$ cat src/rtl/studio2_pkg.sv
// Shared constants and types for the Studio II dual keypad emulation.
package studio2_pkg;

  localparam int unsigned NUM_KEYS  = 10;
  localparam int unsigned CODE_W    = 8;
  localparam int unsigned SEL_W     = 4;
  localparam int unsigned IO_N_W    = 3;

  typedef logic [NUM_KEYS-1:0] kp_vec_t;

  localparam logic [SEL_W-1:0]  KEY_NONE    = 4'hF;
  localparam logic [SEL_W-1:0]  MAX_DIGIT   = 4'd9;
  localparam logic [IO_N_W-1:0] IO_N_KEYSEL = 3'b010;

  // PS/2 set-2 scan codes, index = keypad digit
  localparam logic [CODE_W-1:0] KP1_CODES [NUM_KEYS] = '{
    8'h45, 8'h16, 8'h1E, 8'h26, 8'h25, 8'h2E, 8'h36, 8'h3D, 8'h3E, 8'h46
  };
  localparam logic [CODE_W-1:0] KP2_CODES [NUM_KEYS] = '{
    8'h70, 8'h69, 8'h72, 8'h7A, 8'h6B, 8'h73, 8'h74, 8'h6C, 8'h75, 8'h7D
  };

  // State of the selected digit; selects above 9 read as not held
  function automatic logic key_bit(input kp_vec_t keys, input logic [SEL_W-1:0] sel);
    logic held;
    held = 1'b0;
    for (int i = 0; i < NUM_KEYS; i++) begin
      if (sel == SEL_W'(i)) held = keys[i];
    end
    return held;
  endfunction

endpackage

$ cat src/rtl/studio2_keymap.sv
// Scan-code decoder: maps a non-extended PS/2 code to a keypad and digit.
module studio2_keymap
  import studio2_pkg::*;
(
  input  logic [7:0] code,
  input  logic       extended,
  output logic       hit,
  output logic       pad,
  output logic [3:0] digit
);

  // Table lookup; extended codes never match so arrows stay off the numpad
  always_comb begin
    hit   = 1'b0;
    pad   = 1'b0;
    digit = 4'd0;
    if (!extended) begin
      for (int i = 0; i < NUM_KEYS; i++) begin
        if (code == KP1_CODES[i]) begin
          hit   = 1'b1;
          pad   = 1'b0;
          digit = 4'(i);
        end
        if (code == KP2_CODES[i]) begin
          hit   = 1'b1;
          pad   = 1'b1;
          digit = 4'(i);
        end
      end
    end
  end

endmodule

$ cat src/rtl/studio2_keypad.sv
// Dual hex keypad for the Studio II: PS/2 events to key vectors, OUT 2 key select, EF3/EF4 flags.
module studio2_keypad
  import studio2_pkg::*;
#(
  parameter int unsigned HOLD_CYCLES = 500000,
  parameter int unsigned HOLD_W      = 20
) (
  input  logic        clk,
  input  logic        reset,
  input  logic [10:0] ps2_key,
  input  logic        io_out,
  input  logic [2:0]  io_n,
  input  logic [7:0]  io_dout,
  output logic        ef3_n,
  output logic        ef4_n,
  output logic [9:0]  kp1_keys,
  output logic [9:0]  kp2_keys,
  output logic [3:0]  key_sel
);

  localparam int unsigned NUM_PADS = 2;
  localparam logic [HOLD_W-1:0] HOLD_LOAD = HOLD_W'(HOLD_CYCLES);
  localparam logic [HOLD_W-1:0] CNT_ONE   = HOLD_W'(1);
  localparam logic [HOLD_W-1:0] CNT_ZERO  = '0;

  logic              toggle_q;
  logic              key_ev_c;
  logic              map_hit;
  logic              map_pad;
  logic [3:0]        map_digit;
  kp_vec_t           digit_mask;

  kp_vec_t           keys_q [NUM_PADS];
  kp_vec_t           keys_d [NUM_PADS];
  kp_vec_t           pend_q [NUM_PADS];
  kp_vec_t           pend_d [NUM_PADS];
  logic [HOLD_W-1:0] cnt_q  [NUM_PADS];
  logic [HOLD_W-1:0] cnt_d  [NUM_PADS];

  logic [SEL_W-1:0]  key_sel_q;
  logic [SEL_W-1:0]  key_sel_d;
  logic              ef3_q;
  logic              ef3_d;
  logic              ef4_q;
  logic              ef4_d;

  logic              unused_dout_hi;
  assign unused_dout_hi = ^io_dout[7:4];

  studio2_keymap u_keymap (
    .code     (ps2_key[7:0]),
    .extended (ps2_key[8]),
    .hit      (map_hit),
    .pad      (map_pad),
    .digit    (map_digit)
  );

  // A new PS/2 event is signalled by a flip of the toggle strobe
  assign key_ev_c   = ps2_key[10] ^ toggle_q;
  assign digit_mask = kp_vec_t'(1) << map_digit;

  // Key vectors, hold counters, pending releases, key select and EF flags
  always_comb begin
    for (int p = 0; p < NUM_PADS; p++) begin
      keys_d[p] = keys_q[p];
      pend_d[p] = pend_q[p];
      cnt_d[p]  = cnt_q[p];

      if (cnt_q[p] != CNT_ZERO) cnt_d[p] = cnt_q[p] - CNT_ONE;

      // Counter stepping 1->0 releases every break that arrived during the hold
      if (cnt_q[p] == CNT_ONE) begin
        keys_d[p] = keys_q[p] & ~pend_q[p];
        pend_d[p] = '0;
      end

      if (key_ev_c && map_hit && (map_pad == 1'(p))) begin
        if (ps2_key[9]) begin
          // Make wins over a same-cycle expiry: earlier pending releases are dropped
          keys_d[p] = keys_q[p] | digit_mask;
          pend_d[p] = '0;
          cnt_d[p]  = HOLD_LOAD;
        end else if (cnt_q[p] <= CNT_ONE) begin
          // No hold left after this cycle, so release now rather than strand it in pending
          keys_d[p] = keys_d[p] & ~digit_mask;
        end else begin
          pend_d[p] = pend_q[p] | digit_mask;
        end
      end
    end

    key_sel_d = key_sel_q;
    if (io_out && (io_n == IO_N_KEYSEL)) key_sel_d = io_dout[3:0];

    ef3_d = ~key_bit(keys_q[0], key_sel_q);
    ef4_d = ~key_bit(keys_q[1], key_sel_q);
  end

  // State registers
  always_ff @(posedge clk or posedge reset) begin
    if (reset) begin
      toggle_q  <= 1'b0;
      key_sel_q <= KEY_NONE;
      ef3_q     <= 1'b1;
      ef4_q     <= 1'b1;
      for (int p = 0; p < NUM_PADS; p++) begin
        keys_q[p] <= '0;
        pend_q[p] <= '0;
        cnt_q[p]  <= '0;
      end
    end else begin
      toggle_q  <= ps2_key[10];
      key_sel_q <= key_sel_d;
      ef3_q     <= ef3_d;
      ef4_q     <= ef4_d;
      for (int p = 0; p < NUM_PADS; p++) begin
        keys_q[p] <= keys_d[p];
        pend_q[p] <= pend_d[p];
        cnt_q[p]  <= cnt_d[p];
      end
    end
  end

  assign kp1_keys = keys_q[0];
  assign kp2_keys = keys_q[1];
  assign key_sel  = key_sel_q;
  assign ef3_n    = ef3_q;
  assign ef4_n    = ef4_q;

endmodule
$ cat config.mk
export PLATFORM = sky130hd
export DESIGN_NAME = studio2_keypad
export DESIGN_NICKNAME = d
export VERILOG_FILES = /design/src/rtl/studio2_pkg.sv /design/src/rtl/studio2_keymap.sv /design/src/rtl/studio2_keypad.sv
export SDC_FILE = /design/constraint.sdc
export NUM_CORES = 1
export LEC_CHECK = 0
export BUFFER_PORTS_ARGS = -buffer_cell sky130_fd_sc_hd__clkbuf_2
export CAP_MARGIN = 0
export CELL_PAD_IN_SITES_DETAIL_PLACEMENT = 1
export CELL_PAD_IN_SITES_GLOBAL_PLACEMENT = 2
export CORE_ASPECT_RATIO = 1.75
export CORE_MARGIN = 3
export CORE_UTILIZATION = 25
export CTS_CLUSTER_SIZE = 14
export DETAILED_ROUTE_END_ITERATION = 16
export MAX_ROUTING_LAYER = met4
export PLACE_DENSITY = 0.6
export SLEW_MARGIN = 20
export SYNTH_ARGS = -nofsm -noshare
export SYNTH_HDL_FRONTEND = slang
export SYNTH_HIERARCHICAL = 1
export SYNTH_SLANG_ARGS = --single-unit
$ cat constraint.sdc
create_clock -name clk -period 5.22 [get_ports clk]
set_input_delay 0.261 -clock clk [delete_from_list [all_inputs] [get_ports clk]]
set_output_delay 0.261 -clock clk [all_outputs]
set_load 0.01 [all_outputs]
==> results.md, run 1 <==
- Post-Synthesis Net Count: between 500 and 600
- CTS HTree Levels: 3
- Post-Route WL: approximately 15 mm
- Starting density of the core: between 20% and 30%
- Total CTS buffers: 9
- R2r endpoint: kp2_keys[9]
- Max cap viols: 0
- WS Path Type: primary input to register
- Post-Place Cells: around 800
- Startpoint Class: primary input
- Remaining Overflow, GRT: 0
- EDFF count, synth: 0
- Fillers: between 2000 and 2500
- Via Count: ~4200
- Ant diodes: 0
- Hold Path End: toggle_q
- Power density cells: ~330 nW/µm²
- Synth cell types: a little under 70
- CTS resizes: 0
- Final Non-Filler Cells: around 800
- Gpl congestion: around 0.76
- Max Fanout on Critical Path: 19
- Reg-to-reg startpoint: cnt_q[18]
- Vias in the first global route: around 4600
- Period utilization: about three fifths
- Commonest cells in the netlist: dfrtp_1 (81), nor2_1 (51), nand2_1 (36)
- Die area: between 20000 and 25000 µm²
- Count leader, synth: dfrtp_1
- Vias/cell: ~5.3
- WP data arrival: 3.43 ns
- Clock Path Buffers: 2
- Largest net degree at the start of global routing: 53
- Post-synth top area share: approximately two fifths
- Status: complete, no violations
- Flop2flop setup slack: around 2.2 ns
- Ys flop type: dfrtp_1
- Initial antenna violation count: 0
- Worst-Skew Late Latency: approximately 0.35 ns
- Die X: around 110 µm
- Sink Count: just under 90
- Seq cells post-synth: 87
- RSZ-0062 raised after global routing: false
- 1st-iter DRT viols: roughly 130
- Reg clk slew, reported paths: about 0.070 ns
- Post-Syn Area: 4900 µm²
- Ys async rst share: 100%
- Sequential area share after synthesis: 44.6%
- Die height: between 150 and 200 µm
- Port Buffer Count: 46
- Hold Fails Final Rpt: 0
- CP endpoint kind: register
- Hold Path Class: primary input to register
- Top cell type by total area after synthesis: dfrtp_1
- Mapped Avg Cell Area: 9.50 µm²
- Leakage: about 2.2 nW
- Pwr Total: 0.00186 W
- # DRC: 0
- Worst slew pin tran: 1.07 ns
- Worst VDD drop: around 0.14 mV
- Io pins: 51
- DRT antenna net count: 0
- Clock skew: between 0.01 and 0.015 ns
- Share of cells above drive strength 1: 17.4%
- Synth warnings: 6
- Tmin final: 3.17 ns
- WHS Path Cells: 1
- DP Wirelength: ~11 mm
- Final Slew Violations: 0
- Ranking of synthesized cells by area: dfrtp_1 (41%), nor2_1 (3.9%), xor2_1 (3.6%)
- Layout area overhead: 15.6%
- Final hold slack: approximately 0.038 ns
- Global-route wire length before repair: 25.0 mm
- FP Rows: 67
- TNS Setup: 0 ns
- FF-to-FF path depth: 5
- CTS tree: done
- Synth Instances: roughly 520
- Core footprint: approximately 19000 µm²
- Overall routing resource usage: between 15 and 20%
- Max Fclk: approximately 320 MHz
- Required @ worst endpoint: about 5.5 ns
- DRT Pass-1 Iters: 4
- Wire length per cell: roughly 18 µm
- CTS root buffer: clkbuf_16
- Fin nets: a little under 600
- Hold path startpoint: ps2_key[10]
- Final setup fails: 0
- Max-slew headroom: between 20 and 30%
layout make-up:
cell class | instances | area (µm²) | share of cell area, %
clock inverter | 3 | 26.3 | 0.464
inverter | 11 | 42.5 | 0.751
multi-input combinational | 392 | 2560 | 45.2
tap | 241 | 302 | 5.32
sequential | 87 | 2180 | 38.6
timing repair buffer | 52 | 278 | 4.90
clock buffer | 13 | 270 | 4.77
placed cells by master, fill, tap and decap left out, types with 7 or more instances in the layout:
cell type	instances
nand2_1	36
nor2_1	51
xor2_1	20
nand3_1	12
a221oi_1	19
o211ai_1	7
dfrtp_1	81
o21ai_0	18
o21a_1	7
clkbuf_16	9
clkbuf_2	46
nand2b_1	9
xnor2_1	7
nor3_1	25
a22o_1	10
inv_1	10
and3_1	7
nor2b_1	17
a31oi_1	14
a21oi_1	32
worst max path at each step:
| stage | depth (start not counted) | endpoint | startpoint | slack (ns) |
|---|---|---|---|---|
| finish | 9 | kp1_keys[4] | ps2_key[0] | 2.05 |
| global route | 10 | kp1_keys[4] | ps2_key[3] | 1.70 |
| CTS | 9 | kp1_keys[4] | ps2_key[0] | 2.03 |
| detailed placement | 10 | kp1_keys[8] | ps2_key[1] | 1.66 |
| global placement | 10 | kp1_keys[8] | ps2_key[1] | 1.81 |
| floorplan | 10 | kp1_keys[8] | ps2_key[0] | 2.48 |
sequential cells by signal, indices dropped and copies added, names as in the netlist:
signal    cells
ef4_n         1
cnt_q        40
kp2_keys     10
toggle_q      1
ef3_n         1
kp1_keys     10
key_sel       4
pend_q       20
timing repair:
action | in CTS | in global routing
endpoints found under the hold margin | 8 | 0
hold buffers | 1 | 0
setup buffers | 0 | 0
layer usage:
metal	vias to the layer above	part of all wire [%]	track usage, %
met5	-	0	-
met4	0	1.6	4.78
met3	17	2.7	2.57
met2	58	55	27.7
met1	2139	40	16.3
li1	1997	-	-
through the flow:
stage / setup WS [ns] / utilization [%] / instance area [µm²]
3_3_place_gp: 1.81 / 27.9 / 5360
3_5_place_dp: 1.66 / 27.9 / 5360
2_1_floorplan: 2.48 / - / 4900
4_1_cts: 2.03 / 29.5 / 5670
5_1_grt: 1.70 / 29.5 / 5670
6_report: 2.05 / 29.5 / 5670
where the power goes:
part	switching, W	internal, W	leakage, nW	total (W)
clock	0.000284	0.000366	0.146	0.000650
sequential	0.000113	0.000772	1.04	0.000886
combinational	0.000189	0.000140	0.990	0.000329
total	0.000587	0.00128	2.18	0.00186
worst max-delay path, cell delays in order:
cell	delay (ns)
clkbuf_2	0.29
or4bb_1	0.51
nor2_1	0.18
a211oi_2	0.09
nor3_1	0.68
nand2b_1	0.32
nor3_1	0.70
a21oi_1	0.16
a221oi_1	0.23
cell families (layout without fill, tap and decap cells):
| group | after synthesis | after routing | synth area share, % |
|---|---|---|---|
| AO/OA/AOI/OAI | 135 | 135 | 19.0 |
| multiplexers | 9 | 9 | 1.94 |
| AND/OR/NAND/NOR | 217 | 217 | 25.3 |
| buffers and inverters | 37 | 79 | 3.37 |
| flip-flops | 87 | 87 | 44.6 |
| adder cells (fa/ha/maj) | 4 | 4 | 1.02 |
| XOR/XNOR | 27 | 27 | 4.82 |
Power figures use the tool's default switching activity.
==> inputs of run 2 (changes only) <==
==> constraint.sdc (replaced) <==
create_clock -name clk -period 3 [get_ports clk]
set_input_delay 0.15 -clock clk [delete_from_list [all_inputs] [get_ports clk]]
set_output_delay 0.15 -clock clk [all_outputs]
set_load 0.01 [all_outputs]
==> run 2 against run 1 <==
Register-to-register slack worse by 1.6 ns; clock skew shrank 0.0011 ns; clock power grew 82%; final cell count grew 3.4%; non-clock buffer count up 27; largest cell class unchanged; highest routed layer unchanged; hold slack got worse by 0.023 ns; cell area increased by 3.7%.
==> results.md, run 2 (same netlist as run 1, synthesis figures left out) <==
- Switching share of total power: 31.4%
- Clock power frac: a little over a third
- Required @ worst endpoint: between 3 and 4 ns
- Die X: 112 µm
- Max-slew headroom: between 40% and 50%
- CTS root buffer: clkbuf_16
- Hold path startpoint: io_dout[3]
- Overall routing resource usage: between 10% and 20%
- Io pins: 51
- Vias in the first global route: about 4800
- Wire length per cell: 18.1 µm
- CP top delay family: simple AND/OR/NAND/NOR gates
- FP Rows: 67
- Die area: around 21000 µm²
- Global-route wire length before repair: ~25 mm
- Final Cell Area: between 5000 and 6000 µm²
- 1st-iter DRT viols: 150
- CP Buf/Inv Count: 2
- Ant diodes: 0
- CP startpoint: ps2_key[7]
- Initial antenna violation count: 0
- Remaining Overflow, GRT: 0
- Fin nets: 609
- DRT antenna net count: 0
- Max cap viols: 0
- Die height: around 190 µm
- Dpl cell area: between 5000 and 6000 µm²
- Final setup fails: 0
- Layout area overhead: 19.9%
- Psw: between 0.001 and 0.0015 W
- Gpl congestion: approximately 0.79
- Largest net degree at the start of global routing: 35
- Startpoint Class: primary input
- Met2 usage: 27.6%
- Grt met3 use: 2.03%
- Sequence of cells on the critical path: clkbuf_2 -> nand4b_2 -> or4_1 -> a31oi_1 -> nand2b_1 -> nor3b_1 -> buf_4 -> a21oi_1 -> a221oi_1
- Worst-Skew Late Latency: 0.35 ns
- Routing usage on met1: approximately 16%
- Power density cells: approximately 570 nW/µm²
- CTS HTree Levels: 3
- CTS tree: done
- RSZ-0062 raised after global routing: false
- CP peak stage delay: about 0.53 ns
- Logic pwr share: between 15 and 20%
- Internal power: 0.00228 W
- Fillers: between 2000 and 2500
- Commonest cells after routing, fill and taps aside: dfrtp_1 (81), nor2_1 (51), clkbuf_2 (46), nand2_1 (36), a21oi_1 (32)
- Hold Fails Final Rpt: 0
- Leakage: around 2.3 nW
- Reg-to-reg startpoint: cnt_q[23]
- Sequential share of power: 46.5%
- Worst VDD drop: roughly 0.25 mV
- DRT Pass-1 Iters: 4
- Largest registers: cnt_q (40), pend_q (20)
- Starting density of the core: about a quarter
- WP data arrival: 2.69 ns
- Reg clk slew, reported paths: ~0.070 ns
- Final Slew Violations: 0
- Post-Route WL: ~15 mm
- Sink Count: 87
- Share of cells above drive strength 1: between 20% and 30%
- Reg with most FFs: cnt_q
- TNS Setup: 0 ns
- Vias/cell: between 5 and 6
- DP Wirelength: about 11 mm
- Port Buffer Count: between 40 and 50
- Max Fclk: around 400 MHz
- Largest register FFs: 40
- WS Path Type: primary input to register
- Via Count: ~4300
- Max Fanout on Critical Path: 9
- # DRC: 0
- Tmin final: between 2 and 2.5 ns
- Total CTS buffers: 9
- Clock skew: 0.0105 ns
- Commonest non-fill, non-tap cell in the layout: dfrtp_1
- Hold Path Class: primary input to register
- Period utilization: 81.9%
- Core footprint: around 19000 µm²
- Status: complete, no violations
- Clock Path Buffers: 2
- Worst slew pin tran: 0.771 ns
- CP endpoint kind: register
- Slowest CP cell: or4_1
- Most Crowded Layer GR: met2
## run 2: final timing paths
path | to | slack [ns] | cells past startpoint
min in group asynchronous | pend_q[7] | 0.40 | 3
max | kp2_keys[9] | 0.54 | 9
min reg2reg | kp2_keys[7] | 0.46 | 1
max reg2reg | kp1_keys[4] | 0.64 | 5
min | key_sel[3] | 0.02 | 3
max in group asynchronous | key_sel[2] | 1.83 | 4
## run 2: repair_timing
item / 4_1_cts / 5_1_grt
setup buffers: 0 / 0
hold endpoints to repair: 28 / 0
hold buffers: 3 / 0
resized for setup: 0 / 0
## run 2: power by group through the flow
stage	sequential [W]	combinational [W]	clock [W]
2_1_floorplan	0.00151	0.000442	0
3_3_place_gp	0.00156	0.000579	0
3_5_place_dp	0.00157	0.000600	0
4_1_cts	0.00155	0.000608	0.00123
5_1_grt	0.00158	0.000689	0.00128
6_report	0.00154	0.000593	0.00118
## run 2: worst reg2reg max path, delay by kind of cell (launching register included)
kind | cells | cell delay, ns
flip-flops | 1 | 0.46
AND/OR/NAND/NOR | 4 | 1.60
AO/OA/AOI/OAI | 1 | 0.16
## run 2: area by class of cell
cell class                      count  area (µm²)  area share [%]
Multi-Input combinational cell    392        2560            43.5
Inverter                           11        42.5           0.724
Sequential cell                    87        2180            37.2
Timing Repair Buffer               79         485            8.26
Tap cell                          241         302            5.13
Clock inverter                      5        63.8            1.09
Clock buffer                       11         243            4.13
## run 2: through the flow
stage | util (%) | hold slack (ns) | worst slack, ns | power, W | cells
2_1_floorplan | - | 0.181 | 0.369 | 0.00195 | 516
3_3_place_gp | 28.9 | 0.234 | 0.271 | 0.00214 | 807
3_5_place_dp | 28.9 | 0.243 | 0.217 | 0.00217 | 807
4_1_cts | 30.6 | 0.00578 | 0.568 | 0.00338 | 826
5_1_grt | 30.6 | 0.0337 | 0.247 | 0.00355 | 826
6_report | 30.6 | 0.0150 | 0.543 | 0.00332 | 826
## run 2: metal layers
layer | part of all wire, % | vias up
met5 | 0 | -
met4 | 2.1 | 0
met3 | 2.5 | 13
met2 | 55 | 54
met1 | 41 | 2203
li1 | - | 2052
